File: src/rtl/instr_sequencer.sv
// Fetch/decode/execute/update control unit for the 4-bit teaching computer.
//
// Ports:
//   CLK, RESET_N          clock (rising edge), asynchronous active-low reset
//   PC                    current program counter value
//   IMEM_ADDR/REQ/ACK/DATA instruction fetch handshake
//   Z, N                  ALU status, sampled at the end of EXECUTE
//   DA, AA, BA, MB, CONST, FS, MD, RW   register-file / ALU controls
//   PC_STEP, PL, JB, BC, ADDR, LADDR, RADDR  single-cycle PC update controls
//   HALTED, FAULT         terminal status flags
//
// Every control output is a register loaded on the edge that enters the state
// in which it is meant to be visible, so each state shows its own controls.
module instr_sequencer #(
  parameter int unsigned ACK_TIMEOUT = 15,
  parameter int unsigned TO_WIDTH    = 4
) (
  input  logic        CLK,
  input  logic        RESET_N,
  input  logic [3:0]  PC,
  output logic [3:0]  IMEM_ADDR,
  output logic        IMEM_REQ,
  input  logic        IMEM_ACK,
  input  logic [11:0] IMEM_DATA,
  input  logic        Z,
  input  logic        N,
  output logic [1:0]  DA,
  output logic [1:0]  AA,
  output logic [1:0]  BA,
  output logic        MB,
  output logic [3:0]  CONST,
  output logic [3:0]  FS,
  output logic        MD,
  output logic        RW,
  output logic        PC_STEP,
  output logic        PL,
  output logic        JB,
  output logic        BC,
  output logic [3:0]  ADDR,
  output logic [1:0]  LADDR,
  output logic [1:0]  RADDR,
  output logic        HALTED,
  output logic        FAULT
);

  typedef enum logic [2:0] {
    StIdle, StFetch, StDecode, StExecute, StUpdate, StHalt, StFault
  } state_e;

  state_e              state_q;
  logic [11:0]         iw_q;
  logic [TO_WIDTH-1:0] to_cnt_q;
  logic [TO_WIDTH-1:0] to_next;
  logic [3:0]          op;
  logic                unused_iw;

  assign op        = iw_q[11:8];
  assign to_next   = to_cnt_q + TO_WIDTH'(1);
  assign unused_iw = ^iw_q[1:0];

  // PC only moves on PC_STEP, so the live PC is the fetch address while requesting.
  assign IMEM_ADDR = IMEM_REQ ? PC : 4'h0;

  // Taken branches always use the offset-add path, so no condition select is needed.
  assign BC = 1'b0;

  always_ff @(posedge CLK or negedge RESET_N) begin
    if (!RESET_N) begin
      state_q  <= StIdle;
      iw_q     <= '0;
      to_cnt_q <= '0;
      IMEM_REQ <= 1'b0;
      DA       <= '0;
      AA       <= '0;
      BA       <= '0;
      CONST    <= '0;
      MB       <= 1'b0;
      FS       <= '0;
      MD       <= 1'b0;
      RW       <= 1'b0;
      PC_STEP  <= 1'b0;
      PL       <= 1'b0;
      JB       <= 1'b0;
      ADDR     <= '0;
      LADDR    <= '0;
      RADDR    <= '0;
      HALTED   <= 1'b0;
      FAULT    <= 1'b0;
    end else begin
      // Execute and update controls are single-cycle; clear them unless reloaded.
      MB      <= 1'b0;
      FS      <= '0;
      MD      <= 1'b0;
      RW      <= 1'b0;
      PC_STEP <= 1'b0;
      PL      <= 1'b0;
      JB      <= 1'b0;
      ADDR    <= '0;
      LADDR   <= '0;
      RADDR   <= '0;

      case (state_q)
        StIdle: begin
          IMEM_REQ <= 1'b1;
          state_q  <= StFetch;
        end

        StFetch: begin
          if (IMEM_ACK) begin
            // ACK wins even on the cycle the timeout would expire.
            iw_q     <= IMEM_DATA;
            to_cnt_q <= '0;
            IMEM_REQ <= 1'b0;
            DA       <= IMEM_DATA[7:6];
            AA       <= IMEM_DATA[5:4];
            BA       <= IMEM_DATA[3:2];
            CONST    <= {2'b00, IMEM_DATA[3:2]};
            state_q  <= StDecode;
          end else if (to_next == TO_WIDTH'(ACK_TIMEOUT)) begin
            to_cnt_q <= to_next;
            IMEM_REQ <= 1'b0;
            FAULT    <= 1'b1;
            state_q  <= StFault;
          end else begin
            to_cnt_q <= to_next;
          end
        end

        StDecode: begin
          case (op)
            4'hD, 4'hE: begin
              FAULT   <= 1'b1;
              state_q <= StFault;
            end
            4'hF: begin
              HALTED  <= 1'b1;
              state_q <= StHalt;
            end
            default: begin
              state_q <= StExecute;
              case (op)
                4'h1, 4'h2, 4'h3, 4'h4, 4'h5, 4'h6, 4'h7: begin
                  FS <= op;
                  RW <= 1'b1;
                end
                4'h8: begin
                  MB <= 1'b1;
                  FS <= 4'h1;  // pass B so the constant lands in DR
                  RW <= 1'b1;
                end
                4'h9: begin
                  MD <= 1'b1;
                  RW <= 1'b1;
                end
                default: ;  // NOP and control-flow ops write nothing
              endcase
            end
          endcase
        end

        StExecute: begin
          PC_STEP <= 1'b1;
          state_q <= StUpdate;
          if (op == 4'hA) begin
            PL   <= 1'b1;
            JB   <= 1'b1;
            ADDR <= iw_q[5:2];
          end else if ((op == 4'hB && Z) || (op == 4'hC && N)) begin
            PL    <= 1'b1;
            LADDR <= iw_q[7:6];
            RADDR <= iw_q[3:2];
          end
        end

        StUpdate: begin
          IMEM_REQ <= 1'b1;
          state_q  <= StFetch;
        end

        StHalt:  state_q <= StHalt;
        StFault: state_q <= StFault;
        default: begin
          FAULT   <= 1'b1;
          state_q <= StFault;
        end
      endcase
    end
  end

endmodule

File: config.mk
export PLATFORM = sky130hd
export DESIGN_NAME = instr_sequencer
export DESIGN_NICKNAME = d
export VERILOG_FILES = /design/src/rtl/instr_sequencer.sv
export SDC_FILE = /design/constraint.sdc
export NUM_CORES = 1
export LEC_CHECK = 0
export CORE_MARGIN = 10
export CORE_UTILIZATION = 40
export DETAILED_ROUTE_END_ITERATION = 10
export PLACE_DENSITY = 0.71
export SLEW_MARGIN = 10
export SYNTH_ARGS = -nofsm -noshare
export SYNTH_HDL_FRONTEND = slang
export SYNTH_SLANG_ARGS = --single-unit
export TNS_END_PERCENT = 50
File: constraint.sdc
create_clock -name CLK -period 4.47 [get_ports CLK]
set_input_delay 0.6705 -clock CLK [delete_from_list [all_inputs] [get_ports CLK]]
set_output_delay 0.6705 -clock CLK [all_outputs]
set_load 0.005 [all_outputs]
# Word-level counts from Yosys, hierarchy flattened

Cells that the tools add are included.

Reduce and logical (&&, ||, !) cells: 15
$add $sub $neg: 1
Mux-type cells: 39
Bitwise logic cells: 1
Equality and inequality tests: 26

Operators by type and width:

| cell                                                                  | count |
|---|---|
| 4-bit equality test, second input constant                            | 9 |
| 4-bit 2-to-1 mux                                                      | 6 |
| 1-bit 2-to-1 mux                                                      | 20 |
| 4-bit by 3-bit equality test with 1-bit output, second input constant | 4 |
| 3-bit one-hot mux with 5 select lines                                 | 1 |
| 2-bit 2-to-1 mux                                                      | 6 |
| 3-bit equality test, second input constant                            | 3 |
| 9-bit OR reduction                                                    | 1 |
| 4-bit by 2-bit equality test with 1-bit output, second input constant | 2 |
| 4-bit one-hot mux with 2 select lines                                 | 1 |
| 7-bit OR reduction                                                    | 1 |
| 3-bit by 2-bit equality test with 1-bit output, second input constant | 2 |
| 3-bit 2-to-1 mux                                                      | 2 |
| 2-bit != test, second input constant                                  | 3 |
| 3-bit one-hot mux with 2 select lines                                 | 1 |
| 2-bit AND reduction                                                   | 3 |
| 5-bit OR reduction                                                    | 1 |
| 4-bit by 1-bit adder with 4-bit output, second input constant         | 1 |
| 4-bit by 1-bit equality test with 1-bit output, second input constant | 1 |
| 4-bit AND reduction                                                   | 1 |
| 2-bit OR reduction                                                    | 2 |
| 3-bit by 1-bit equality test with 1-bit output, second input constant | 1 |
| 3-bit zero test                                                       | 1 |
| 3-bit != test, second input constant                                  | 1 |
| other kinds (7)                                                       | 8 |

Input bits: 21
Bits in registers: 46

# Logic depth before layout (Yosys ltp)

Gate-level depths: netlist of the first run.

Depth after elaboration: 6
Mapped depth: 7

# Worst setup path after synthesis of the first run

OpenSTA, ideal clock, no wires.

Path kind: reg-to-reg
From: reg state_q[0]
To: reg AA[0]
Stages on the path, launching flop included: 7
Library setup time: 0.125 ns
Setup slack: 2.815 ns
Data required time: 4.345 ns
Arrival: 1.531 ns
Path through: dfrtp_1 > buf_4 > or3b_1 > buf_2 > nor2_2 > buf_4 > mux2_2

Longest elaborated chain between the ends: 2

Ends and longest elaborated chain:

| what                                           | line | RTL |
|---|---|---|
| start: declaration                             | 50   | `state_e state_q;` |
| start signal: assignment                       | 69   | `state_q <= StIdle;` |
| start signal: assignment                       | 105  | `state_q <= StFetch;` |
| start signal: assignment                       | 118  | `state_q <= StDecode;` |
| 3-bit by 1-bit equality test with 1-bit output | 102  | `case (state_q)` |
| 2-bit AND reduction (no line)                  | -    |  |
| end signal: assignment                         | 115  | `AA <= IMEM_DATA[5:4];` |
| end: declaration                               | 28   | `output logic [1:0] AA,` |

No other way between the ends.
A chain may end at the register's enable or synchronous reset.

# Final worst setup path of the first run

From: in PC[0]
To: out IMEM_ADDR[0]

Longest elaborated chain between the ends: 1

Ends and longest elaborated chain:

| what               | line | RTL |
|---|---|---|
| start: declaration | 20   | `input logic [3:0] PC,` |
| 4-bit 2-to-1 mux   | 62   | `assign IMEM_ADDR = IMEM_REQ ? PC : 4'h0;` |
| end: declaration   | 21   | `output logic [3:0] IMEM_ADDR,` |

No other way between the ends.

==> results_dict.tcl, run 1 <==
set metrics [dict create \
    layout_common_cells "clkdlybuf4s50_1 (51), dfrtp_1 (38), and2_1 (12)" \
    cts_max_level 2 \
    syn_to_final_growth_pct 33.16 \
    grt_usage 0.1060 \
    gp_congestion 0.7124 \
    vias 1229 \
    layout-drive-gt1-share 0.09360 \
    cts.clk_slew.worst_paths_ps 70 \
    drc 0 \
    critPathRequiredTime_ps 3800 \
    antenna_found_initial 0 \
    synthDominantCellAreaShare 0.5503 \
    endpoint_kind "output pin" \
    die_h_um 85.73 \
    insertedDiodeCount 0 \
    die_w_um 85.73 \
    worstMarginPinSlew_ps 614.3 \
    cp-start-kind "input port" \
    drv_slew 0 \
    viasPerCell 4.858 \
    final_common_cell "clkdlybuf4s50_1" \
    peakVddDrop_v 0.0001525 \
    post_cts_buffers 0 \
    layout_worst_path_cycle_share 0.5414 \
    hold_path.class "register to register" \
    cell_internal_pwr_w 0.0005473 \
    power_density_nw_per_um2 301.1 \
    yosys.area_share.simple 0.1832 \
    clkSinkCount 38 \
    numPortBuffers 51 \
    switching_share 0.2100 \
    fin_worst_skew_ps 2.759 \
    grt_pass1_wl_um 6341 \
    totalWireLength_um 3661 \
    postLayoutCoreUtil 0.5631 \
    p_leak_nw 1.016 \
    critPathMaxFanout 1 \
    core_um2 4086 \
    syn_inst 160 \
    finalCriticalPeriod_ps 2420 \
    drt_iter0_markers 55 \
    critPathKind "input port to output pin" \
    synth_cell_types 37 \
    grt_pass1_vias 1334 \
    cp_num_buf_inv 2 \
    synthArstFlopShare 1.000 \
    synth-xor-area-share 0.01521 \
    num_io_pins 57 \
    p_switching_w 0.0001455 \
    cts_tree "done" \
    cts_resized 0 \
    setup_viol 0 \
    muxShareOfSynthArea 0.05865 \
    first_pass_iters 4 \
    rsz0062_at_grt "false" \
    synth_edf_count 0 \
    avgRoutedWirePerCell_um 14.47 \
    dieArea_um2 7349 \
    grt-ovfl-total 0 \
    synth.avg_cell_area_um2 10.80 \
    synth_compound_area_frac 0.08907 \
    crit_family "buffers and inverters" \
    fmax_mhz 413.2 \
    row_count 23 \
    cts_buffers 5 \
    crit_chain "clkdlybuf4s50_1, and2_1, clkdlybuf4s50_1" \
    synth_top_area_cell "dfrtp_1" \
    layout.nets 225 \
    power_frac_comb 0.079 \
    syn_area_um2 1728 \
    seq_area_frac_synth 0.5503 \
    cts_root_buffer "clkbuf_8" \
    cts_hold_buf 0 \
    maxSlewHeadroom 0.5900 \
    critPathMaxStageDelay_ps 510 \
    grt_max_degree 39 \
    ys_warn_count 0 \
    synth_top_family_by_area "simple AND/OR/NAND/NOR gates" \
    synthAdderAreaFrac 0.01448 \
    final.setup.tns_ps 0 \
    cp_common_cell "clkdlybuf4s50_1" \
    max_cap_viol_count 0 \
    antenna_left 0 \
    clkPwrFrac 0.404 \
    power.share.sequential 0.517 \
    status "complete, no violations" \
    synth-main-ff-cell "dfrtp_1" \
    cts.path.max_buffers 2 \
    clk_latency_ps 290 \
    final_hold_viol_count 0 \
    dp_hpwl_um 2832 \
    slowest_stage "clkdlybuf4s50_1" \
    arrival_ps 1750 \
    synthTopCellsByArea "dfrtp_1 (55%), mux2_2 (5.9%), buf_4 (5.6%)" \
    ys_seq_elements 38 \
    start_util 0.4228 \
]
-- path summary, 6_finish.rpt --
kind / start / endpoint / slack [ps] / cells past startpoint
setup / recovery: PC[0] / IMEM_ADDR[0] / 2050 / 3
hold / removal: HALTED / HALTED / 480 / 1
setup reg to reg: state_q[1] / iw_q[2] / 2280 / 3
hold reg to reg: HALTED / HALTED / 480 / 1
max in group asynchronous: RESET_N / IMEM_REQ / 3340 / 2
min in group asynchronous: RESET_N / FS[3] / 800 / 2
-- through the flow --
step                total power, W  hold WS, ps  worst slack (ps)  cells  cell area (µm²)
floorplan                0.0003881        374.9              2815    163             1739
global placement         0.0004184        467.5              2021    245             2192
detailed placement       0.0004207        466.6              1987    245             2192
CTS                      0.0007020        488.3              2030    253             2301
global route             0.0007193        533.3              2017    253             2301
finish                   0.0006928        479.6              2050    253             2301
-- power by group through the flow --
stage / sequential, W / combinational [W] / clock [W]
final: 0.000358 / 0.0000550 / 0.000280
after global routing: 0.000359 / 0.0000619 / 0.000298
after CTS: 0.000358 / 0.0000562 / 0.000288
after detailed placement: 0.000365 / 0.0000559 / 0
after global placement: 0.000364 / 0.0000543 / 0
after floorplan: 0.000359 / 0.0000288 / 0
-- flip-flops by register name (all words and copies together), names as in the netlist --
name and count:
AA 1, ADDR 4, DA 1, FAULT 1, FS 4, HALTED 1
IMEM_REQ 1, JB 1, LADDR 2, MB 1, MD 1, PC_STEP 1
PL 1, RADDR 2, RW 1, iw_q 8, state_q 3, to_cnt_q 4
-- layer usage --
layer	vias up	track usage	wire, µm
li1	610	-	-
met5	-	0	0
met3	8	0.05014	373
met4	0	0.05389	64
met2	43	0.1649	1695
met1	568	0.1188	1528
-- synthesized netlist by cell type (2+ instances only) --
| cell type | count |
|---|---|
| a21oi_1 | 6 |
| a2bb2oi_1 | 2 |
| and2_1 | 12 |
| buf_2 | 3 |
| buf_4 | 13 |
| clkbuf_1 | 4 |
| dfrtp_1 | 38 |
| ha_1 | 2 |
| inv_1 | 6 |
| mux2_2 | 9 |
| nand2_1 | 11 |
| nand3_1 | 5 |
| nor2_1 | 8 |
| nor2b_1 | 2 |
| nor3_1 | 5 |
| nor3b_1 | 4 |
| nor4_1 | 2 |
| o21ai_0 | 6 |
| o31ai_1 | 3 |
| xor2_1 | 2 |
-- cell type report --
cell class	instances	area [µm²]
fill	356	1785
sequential	38	950.9
multi-input combinational	99	638.1
timing repair buffer	52	518.0
clock buffer	5	68.82
tap	50	62.56
clock inverter	3	40.04
inverter	6	22.52
-- cell families after synthesis --
kind of cell	Yosys count
other	1
AND/OR/NAND/NOR	57
buffers and inverters	26
adder cells (fa/ha/maj)	2
AO/OA/AOI/OAI	24
flip-flops	38
multiplexers	9
XOR/XNOR	3
Power figures use the tool's default switching activity.
==> run 2: changes to the inputs <==
--- a/config.mk
+++ b/config.mk
@@ -8,7 +8,7 @@
 export CORE_MARGIN = 10
 export CORE_UTILIZATION = 40
 export DETAILED_ROUTE_END_ITERATION = 10
-export PLACE_DENSITY = 0.71
+export PLACE_DENSITY = 0.74
 export SLEW_MARGIN = 10
 export SYNTH_ARGS = -nofsm -noshare
 export SYNTH_HDL_FRONTEND = slang
==> constraint.sdc (replaced) <==
create_clock -name CLK -period 1.9 [get_ports CLK]
set_input_delay 0.285 -clock CLK [delete_from_list [all_inputs] [get_ports CLK]]
set_output_delay 0.285 -clock CLK [all_outputs]
set_load 0.005 [all_outputs]
==> results_dict.tcl, run 2 (synthesized netlist as in run 1, its figures left out) <==
set metrics [dict create \
    max_cap_viol_count 0 \
    layout_common_cells "clkdlybuf4s50_1 (50), dfrtp_1 (38), and2_1 (12)" \
    antenna_found_initial 0 \
    cts_root_buffer "clkbuf_8" \
    gp_congestion 0.8046 \
    cts_resized 0 \
    crit_chain "or3b_1, nor2_2, buf_4, mux2_2" \
    insertedDiodeCount 0 \
    critPathMaxFanout 8 \
    critPathMaxStageDelay_ps 450 \
    clk_latency_ps 280 \
    grt_pass1_wl_um 6106 \
    cts.path.max_buffers 2 \
    avgRoutedWirePerCell_um 13.99 \
    numPortBuffers 51 \
    fin_ws_ps 259.0 \
    start_util 0.4228 \
    fmax_mhz 609.4 \
    viasPerCell 4.771 \
    totalWireLength_um 3665 \
    p_leak_nw 1.050 \
    num-fill-cells 359 \
    reg2reg_slack_ps 260 \
    grt-ovfl-total 0 \
    fin_worst_skew_ps 3.388 \
    clkSinkCount 38 \
    cts_buffers 5 \
    cts.clk_slew.worst_paths_ps 70 \
    cts_tree "done" \
    timing.rr.start "state_q[2]" \
    grt_pass1_vias 1265 \
    dieArea_um2 7349 \
    regMostFlops "iw_q" \
    worst_r2r_path_depth 4 \
    grt_max_degree 39 \
    hold_path.class "input port to asynchronous set/reset pin" \
    post_cts_buffers 0 \
    num_io_pins 57 \
    final.setup.tns_ps 0 \
    final_hold_viol_count 0 \
    arrival_ps 1810 \
    power_density_nw_per_um2 653.9 \
    cts_hold_buf 0 \
    die_h_um 85.73 \
    antenna_left 0 \
    layout-drive-gt1-share 0.1368 \
    grt_usage 0.1016 \
    endpoint_kind "register" \
    core_um2 4086 \
    reg2reg_to "iw_q[8]" \
    syn_to_final_growth_pct 35.99 \
    status "complete, no violations" \
    hold_ws_ps 46.70 \
    cp_num_buf_inv 1 \
    cts_max_level 2 \
    vias 1250 \
    row_count 23 \
    drv_slew 0 \
    rsz0062_at_grt "false" \
    dp_hpwl_um 2814 \
    cp-start-kind "register" \
    largest_reg_flops 8 \
    place_ws_ps 255.2 \
    critPathRequiredTime_ps 2070 \
    layout_worst_path_cycle_share 0.8637 \
    drt_iter0_markers 32 \
    die_w_um 85.73 \
    setup_viol 0 \
    finalCriticalPeriod_ps 1641 \
    critPathKind "register to register" \
    final_common_cell "clkdlybuf4s50_1" \
    peakVddDrop_v 0.0004040 \
    crit_family "simple AND/OR/NAND/NOR gates" \
    slowest_stage "dfrtp_1" \
    first_pass_iters 4 \
    drc 0 \
    layout.nets 234 \
]
## run 2: metal layers
metal	GRT usage	routed length, µm	up-vias
li1	-	-	633
met1	0.1128	1522	584
met2	0.1778	1918	30
met3	0.03784	202	3
met4	0.02695	22	0
met5	0	0	-
## run 2: worst max-delay path by stage
| stage | slack [ps] | cells past startpoint | start | endpoint |
|---|---|---|---|---|
| after floorplan | 240 | 6 | state_q[0] | AA[0] |
| after global placement | 270 | 4 | state_q[2] | DA[0] |
| after detailed placement | 260 | 6 | N | LADDR[0] |
| after CTS | 250 | 2 | IMEM_REQ | IMEM_ADDR[3] |
| after global routing | 170 | 4 | state_q[2] | iw_q[8] |
| final | 260 | 4 | state_q[2] | iw_q[8] |
## run 2: stage by stage
step / total power (W) / utilization / cells / area, µm²
3_5_place_dp: 0.0009910 / 0.5517 / 254 / 2255
6_report: 0.001537 / 0.5750 / 262 / 2350
4_1_cts: 0.001558 / 0.5750 / 262 / 2350
2_1_floorplan: 0.0009129 / - / 163 / 1739
3_3_place_gp: 0.0009868 / 0.5517 / 254 / 2255
5_1_grt: 0.001613 / 0.5750 / 262 / 2350
## run 2: cell type report
| class | instances | area, µm² | share of cell area |
|---|---|---|---|
| flip-flops and latches | 38 | 950.9 | 0.4047 |
| multi-input cells | 99 | 638.1 | 0.2716 |
| inverters | 6 | 22.52 | 0.009585 |
| well taps | 50 | 62.56 | 0.02662 |
| clock buffers | 6 | 82.58 | 0.03514 |
| clock inverters | 2 | 12.51 | 0.005325 |
| repair buffers | 61 | 580.6 | 0.2471 |
## run 2: worst reg2reg max path, delay by kind of cell (launching register included)
family,cells,cell delay (ps)
flops,1,450
buf+inv,1,180
mux,1,340
simple gates,2,570
## run 2: report_power, final
group	switching [W]	total, W	internal, W
Sequential	0.0000170	0.000839	0.000822
Combinational	0.0000525	0.000134	0.0000814
Clock	0.000273	0.000564	0.000291
==> RTL edit 1 (flow settings as in run 1) <==
`TO_WIDTH`: 4 -> 6.
--- a/src/rtl/instr_sequencer.sv
+++ b/src/rtl/instr_sequencer.sv
@@ -13,7 +13,7 @@
 // in which it is meant to be visible, so each state shows its own controls.
 module instr_sequencer #(
   parameter int unsigned ACK_TIMEOUT = 15,
-  parameter int unsigned TO_WIDTH    = 4
+  parameter int unsigned TO_WIDTH    = 6
 ) (
   input  logic        CLK,
   input  logic        RESET_N,
Formal check against the unedited RTL: no difference found for any inputs over 10 cycles, from zero or initial values and one cycle with RESET_N low; that may be too few to reach the edited logic, so the function may still have changed.
==> RTL edit 1 against run 1 <==
  * Wire length grew 2.4%
  * Total power shrank 1.6%
  * First-iteration DRC count is 13% lower
  * Synthesized area up 9.3%
  * Sequential cell count is 2 higher
  * Count of clock-buffer cells in the layout is 1 higher
  * Worst hold slack improved by 0.0016 ns
  * Critical path depth is the same
  * Design area rose by 6.1%
  * Worst setup slack improved by 0.021 ns
==> RTL edit 1: results (changes against run 1) <==
| Metric | Value |
|---|---|
| Post-synthesis adder-cell area fraction | 1.33% (was 1.45%) |
| Final slew viol count | 0 (unchanged) |
| Compound-Gate Fraction of Synth Area | 12.3% (was 8.91%) |
| Largest net degree at the start of global routing | 41 (was 39) |
| GRT Util Overall | 9.84% (was 10.6%) |
| Mux cell area share after synthesis | 5.96% (was 5.87%) |
| Filler cell count | 384 (was 356) |
| Worst vdd ir | 0.214 mV (was 0.152 mV) |
| Post-Route WL | 3750 um (was 3660 um) |
| Area contributors post-synth | dfrtp_1 (53%), mux2_2 (6.0%), and2_1 (4.6%) (was dfrtp_1 (55%), mux2_2 (5.9%), buf_4 (5.6%)) |
| Distinct cells, synth | 42 (was 37) |
| Worst slew pin tran | 0.857 ns (was 0.614 ns) |
| Xor and xnor area share after synthesis | 0% (was 1.52%) |
| Ys Warns | 0 (unchanged) |
| CTS Root Cell | clkbuf_8 (unchanged) |
| Total CTS buffers | 5 (unchanged) |
| Commonest cells in the netlist | dfrtp_1 (40), and2_1 (14), buf_4 (11), mux2_2 (10), nand2_1 (10) (was dfrtp_1 (38), buf_4 (13), and2_1 (12), nand2_1 (11), mux2_2 (9)) |
| Leak | 1.09 nW (was 1.02 nW) |
| Share of layout cells above drive strength 1 | 12.5% (was 9.36%) |
| Vias in the first global route | 1218 (was 1334) |
| Nets | 238 (was 225) |
| CP peak stage delay | 0.50 ns |
| Clk buf depth | 2 (unchanged) |
| Hold Path Class | in2async (was reg2reg) |
| Hpwl dp | 2820 um (was 2830 um) |
| Router iterations before antenna repair | 6 (was 4) |
| Iter 0 DRT Violations | 48 (was 55) |
| First-pass GRT wire length | 5960 um (was 6340 um) |
| Number of inserted diodes | 0 (unchanged) |
| Routability cong. | 0.803 (was 0.712) |
| Vias after detailed routing | 1307 (was 1229) |
| Post-route clock skew | 0.00727 ns (was 0.00276 ns) |
| Post-CTS Resized | 0 (unchanged) |
| H-tree depth | 2 (unchanged) |
| Status | completed (unchanged) |
| Sequential fraction of the synthesis area | 53.0% (was 55.0%) |
==> RTL edit 1: final cells by class <==
type	count	area share, %
repair buffers	51	20.7
multi-input cells	111	30.7
well taps	52	2.66
clock buffers	6	3.38
inverters	6	0.922
clock inverters	2	0.615
flip-flops and latches	40	41.0
==> RTL edit 1: cells by family after synthesis <==
kind of cell             Yosys count
adder cells (fa/ha/maj)            2
AND/OR/NAND/NOR                   62
flip-flops                        40
multiplexers                      10
other                              1
AO/OA/AOI/OAI                     33
buffers and inverters             25
==> RTL edit 1: routing by layer <==
| layer | part of all wire (%) | global-route usage, % | vias to the layer above |
|---|---|---|---|
| li1 | - | - | 660 |
| met1 | 44 | 11.4 | 609 |
| met2 | 47 | 15.2 | 31 |
| met3 | 6.4 | 3.77 | 7 |
| met4 | 2.2 | 5.73 | 0 |
| met5 | 0 | 0 | - |
==> RTL edit 1: worst paths after layout <==
kind                            slack [ns]  cells after the start                     from                    to
worst max register to register        2.66                      6  to_cnt_q[0]$_DFFE_PN0P_  IMEM_REQ$_DFFE_PN0P_
max in group asynchronous             3.45                      1                  RESET_N    LADDR[1]$_DFF_PN0_
worst min register to register        0.49                      1       HALTED$_DFFE_PN0P_    HALTED$_DFFE_PN0P_
worst max-delay path                  2.07                      3                    PC[0]          IMEM_ADDR[0]
min in group CLK                      0.49                      1       HALTED$_DFFE_PN0P_    HALTED$_DFFE_PN0P_
worst min-delay path                  0.48                      1                  RESET_N       FS[3]$_DFF_PN0_
==> RTL edit 1: critical path, delay by kind of cell <==
kind | cells | cell delay [ns]
buf+inv | 2 | 0.94
simple gates | 1 | 0.12
==> RTL edit 1: report_power, final <==
group,total (mW),internal (mW),switching [mW]
clock,0.254,0.125,0.129
combinational,0.0534,0.0328,0.0206
sequential,0.374,0.367,0.00733
==> RTL edit 1: per-stage QoR <==
stage,util [%],worst slack (ns),instance area [um2],instances
2_1_floorplan,-,2.73,1900,176
3_3_place_gp,52.4,2.07,2340,260
3_5_place_dp,52.4,2.05,2340,260
4_1_cts,54.6,2.06,2440,268
5_1_grt,54.6,2.01,2440,268
6_report,54.6,2.07,2440,268
==> RTL edit 2 (flow settings as in run 1) <==
Made on the original files. Re-encode `state_e` (7 states) as Gray code, 3 bits wide.
--- a/src/rtl/instr_sequencer.sv
+++ b/src/rtl/instr_sequencer.sv
@@ -44,7 +44,7 @@
 );
 
   typedef enum logic [2:0] {
-    StIdle, StFetch, StDecode, StExecute, StUpdate, StHalt, StFault
+    StIdle = 3'b000, StFetch = 3'b001, StDecode = 3'b011, StExecute = 3'b010, StUpdate = 3'b110, StHalt = 3'b111, StFault = 3'b101
   } state_e;
 
   state_e              state_q;
Function: no difference found for any inputs over 10 cycles, from zero or initial values and one cycle with RESET_N low; not proved beyond that.
==> RTL edit 2 against run 1 <==
  * Wire length up 14%
  * Synthesized area up 3.3%
  * Sequential cell count unchanged
  * Worst setup slack worse by 0.048 ns
  * Clock skew up 0.0052 ns
  * Utilization down 3.0 points
  * Design area up 0.22%
  * Critical path type unchanged
  * Critical endpoint is now IMEM_ADDR[3]
  * Largest cell class unchanged
  * Highest routed layer unchanged
Power is not compared: it rests on default switching activity, and its combinational part moved more than twofold at a synthesized area within 25%.
==> RTL edit 2: results (changes against run 1) <==
| Metric | Value |
|---|---|
| Inverters, non-clock | 7 (was 6) |
| Post-Route WL | 4170 um (was 3660 um) |
| Placed cells | 240 (was 245) |
| Critical Path Start | PC[3] (was PC[0]) |
| Clk_buf instances | 7 (was 5) |
| Nonclk buf count | 51 (was 52) |
| Worst slew pin tran | 0.831 ns (was 0.614 ns) |
| Sequential share of cell area | 41.2% (was 41.3%) |
| Hold_ws | 0.479 ns (was 0.480 ns) |
| Met1 wire length | 1630 um (was 1530 um) |
| Multi-input logic area | 667 um2 (was 638 um2) |
| Syn Inst Count | 153 (was 160) |
| GR Layer Usage met2 | 19.9% (was 16.5%) |
| Sequential fraction of the synthesis area | 53.3% (was 55.0%) |
| Nets | 218 (was 225) |
| Routability cong. | 0.748 (was 0.712) |
| Post-route clock skew | 0.00799 ns (was 0.00276 ns) |
| First-pass GRT wire length | 6780 um (was 6340 um) |
| Met1 GRT Util | 11.4% (was 11.9%) |
| Commonest cells in the netlist | dfrtp_1 (38), and2_1 (14), buf_4 (12), mux2_4 (9), nand2_1 (8) (was dfrtp_1 (38), buf_4 (13), and2_1 (12), nand2_1 (11), mux2_2 (9)) |
| Reg2reg start | state_q[2]$_DFFE_PN0P_ (was state_q[1]$_DFFE_PN0P_) |
| Hold Path Class | in2async (was reg2reg) |
| Final setup margin | 2.00 ns (was 2.05 ns) |
| Hpwl dp | 3200 um (was 2830 um) |
| Iter 0 DRT Violations | 83 (was 55) |
| Worst path arrival time | 1.80 ns (was 1.75 ns) |
| Status | completed (unchanged) |
| M3 GR Usage | 6.47% (was 5.01%) |
| Die Area | 0.00754 mm2 (was 0.00735 mm2) |
| Filler cell count | 386 (was 356) |
| WL met2 | 2160 um (was 1700 um) |
| Area contributors post-synth | dfrtp_1 (53%), mux2_4 (7.6%), buf_4 (5.0%) (was dfrtp_1 (55%), mux2_2 (5.9%), buf_4 (5.6%)) |
| Top Layer Used | met4 (unchanged) |
| WL met3 | 339 um (was 373 um) |
| GRT Util Overall | 11.4% (was 10.6%) |
| Count of multi-input combinational gates | 92 (was 99) |
| NonClk Buf Share | 21.9% (was 22.5%) |
| Critical Path Sink | IMEM_ADDR[3] (was IMEM_ADDR[0]) |
==> RTL edit 2: cell count changes in the layout (fill, tap and decap cells not counted), moves of 2 or more <==
cell     delta
mux2_2      -8
nor2_1      -3
nand2_1     -3
nand3_1     -3
nor3b_1     -3
mux2_4      +9
o31ai_1     -2
and2_1      +2
==> RTL edit 2: worst max-delay path: cells and delay by family <==
family	cells	cell delay, ns
and+or+nand+nor	1	0.14
buffers and inverters	2	0.99
==> RTL edit 2: kinds of logic (layout without fill, tap and decap cells) <==
group                      count (synthesis)  after routing  synth area share, %
muxes                                     10             10                 8.20
xor gates and xnor gates                   2              2                0.981
AOI/OAI and AO/OA                         24             24                 8.83
other                                      1              4                0.210
buffers and inverters                     26             66                 10.0
and+or+nand+nor                           50             50                 17.1
adders and majority gates                  2              2                 1.40
DFF                                       38             38                 53.3
==> RTL edit 2: report_power, final <==
part           leakage [nW]  switching (mW)  internal [mW]
Sequential            0.482           0.132          0.431
Clock                0.0482           0.114          0.124
Combinational         0.526           0.155          0.260
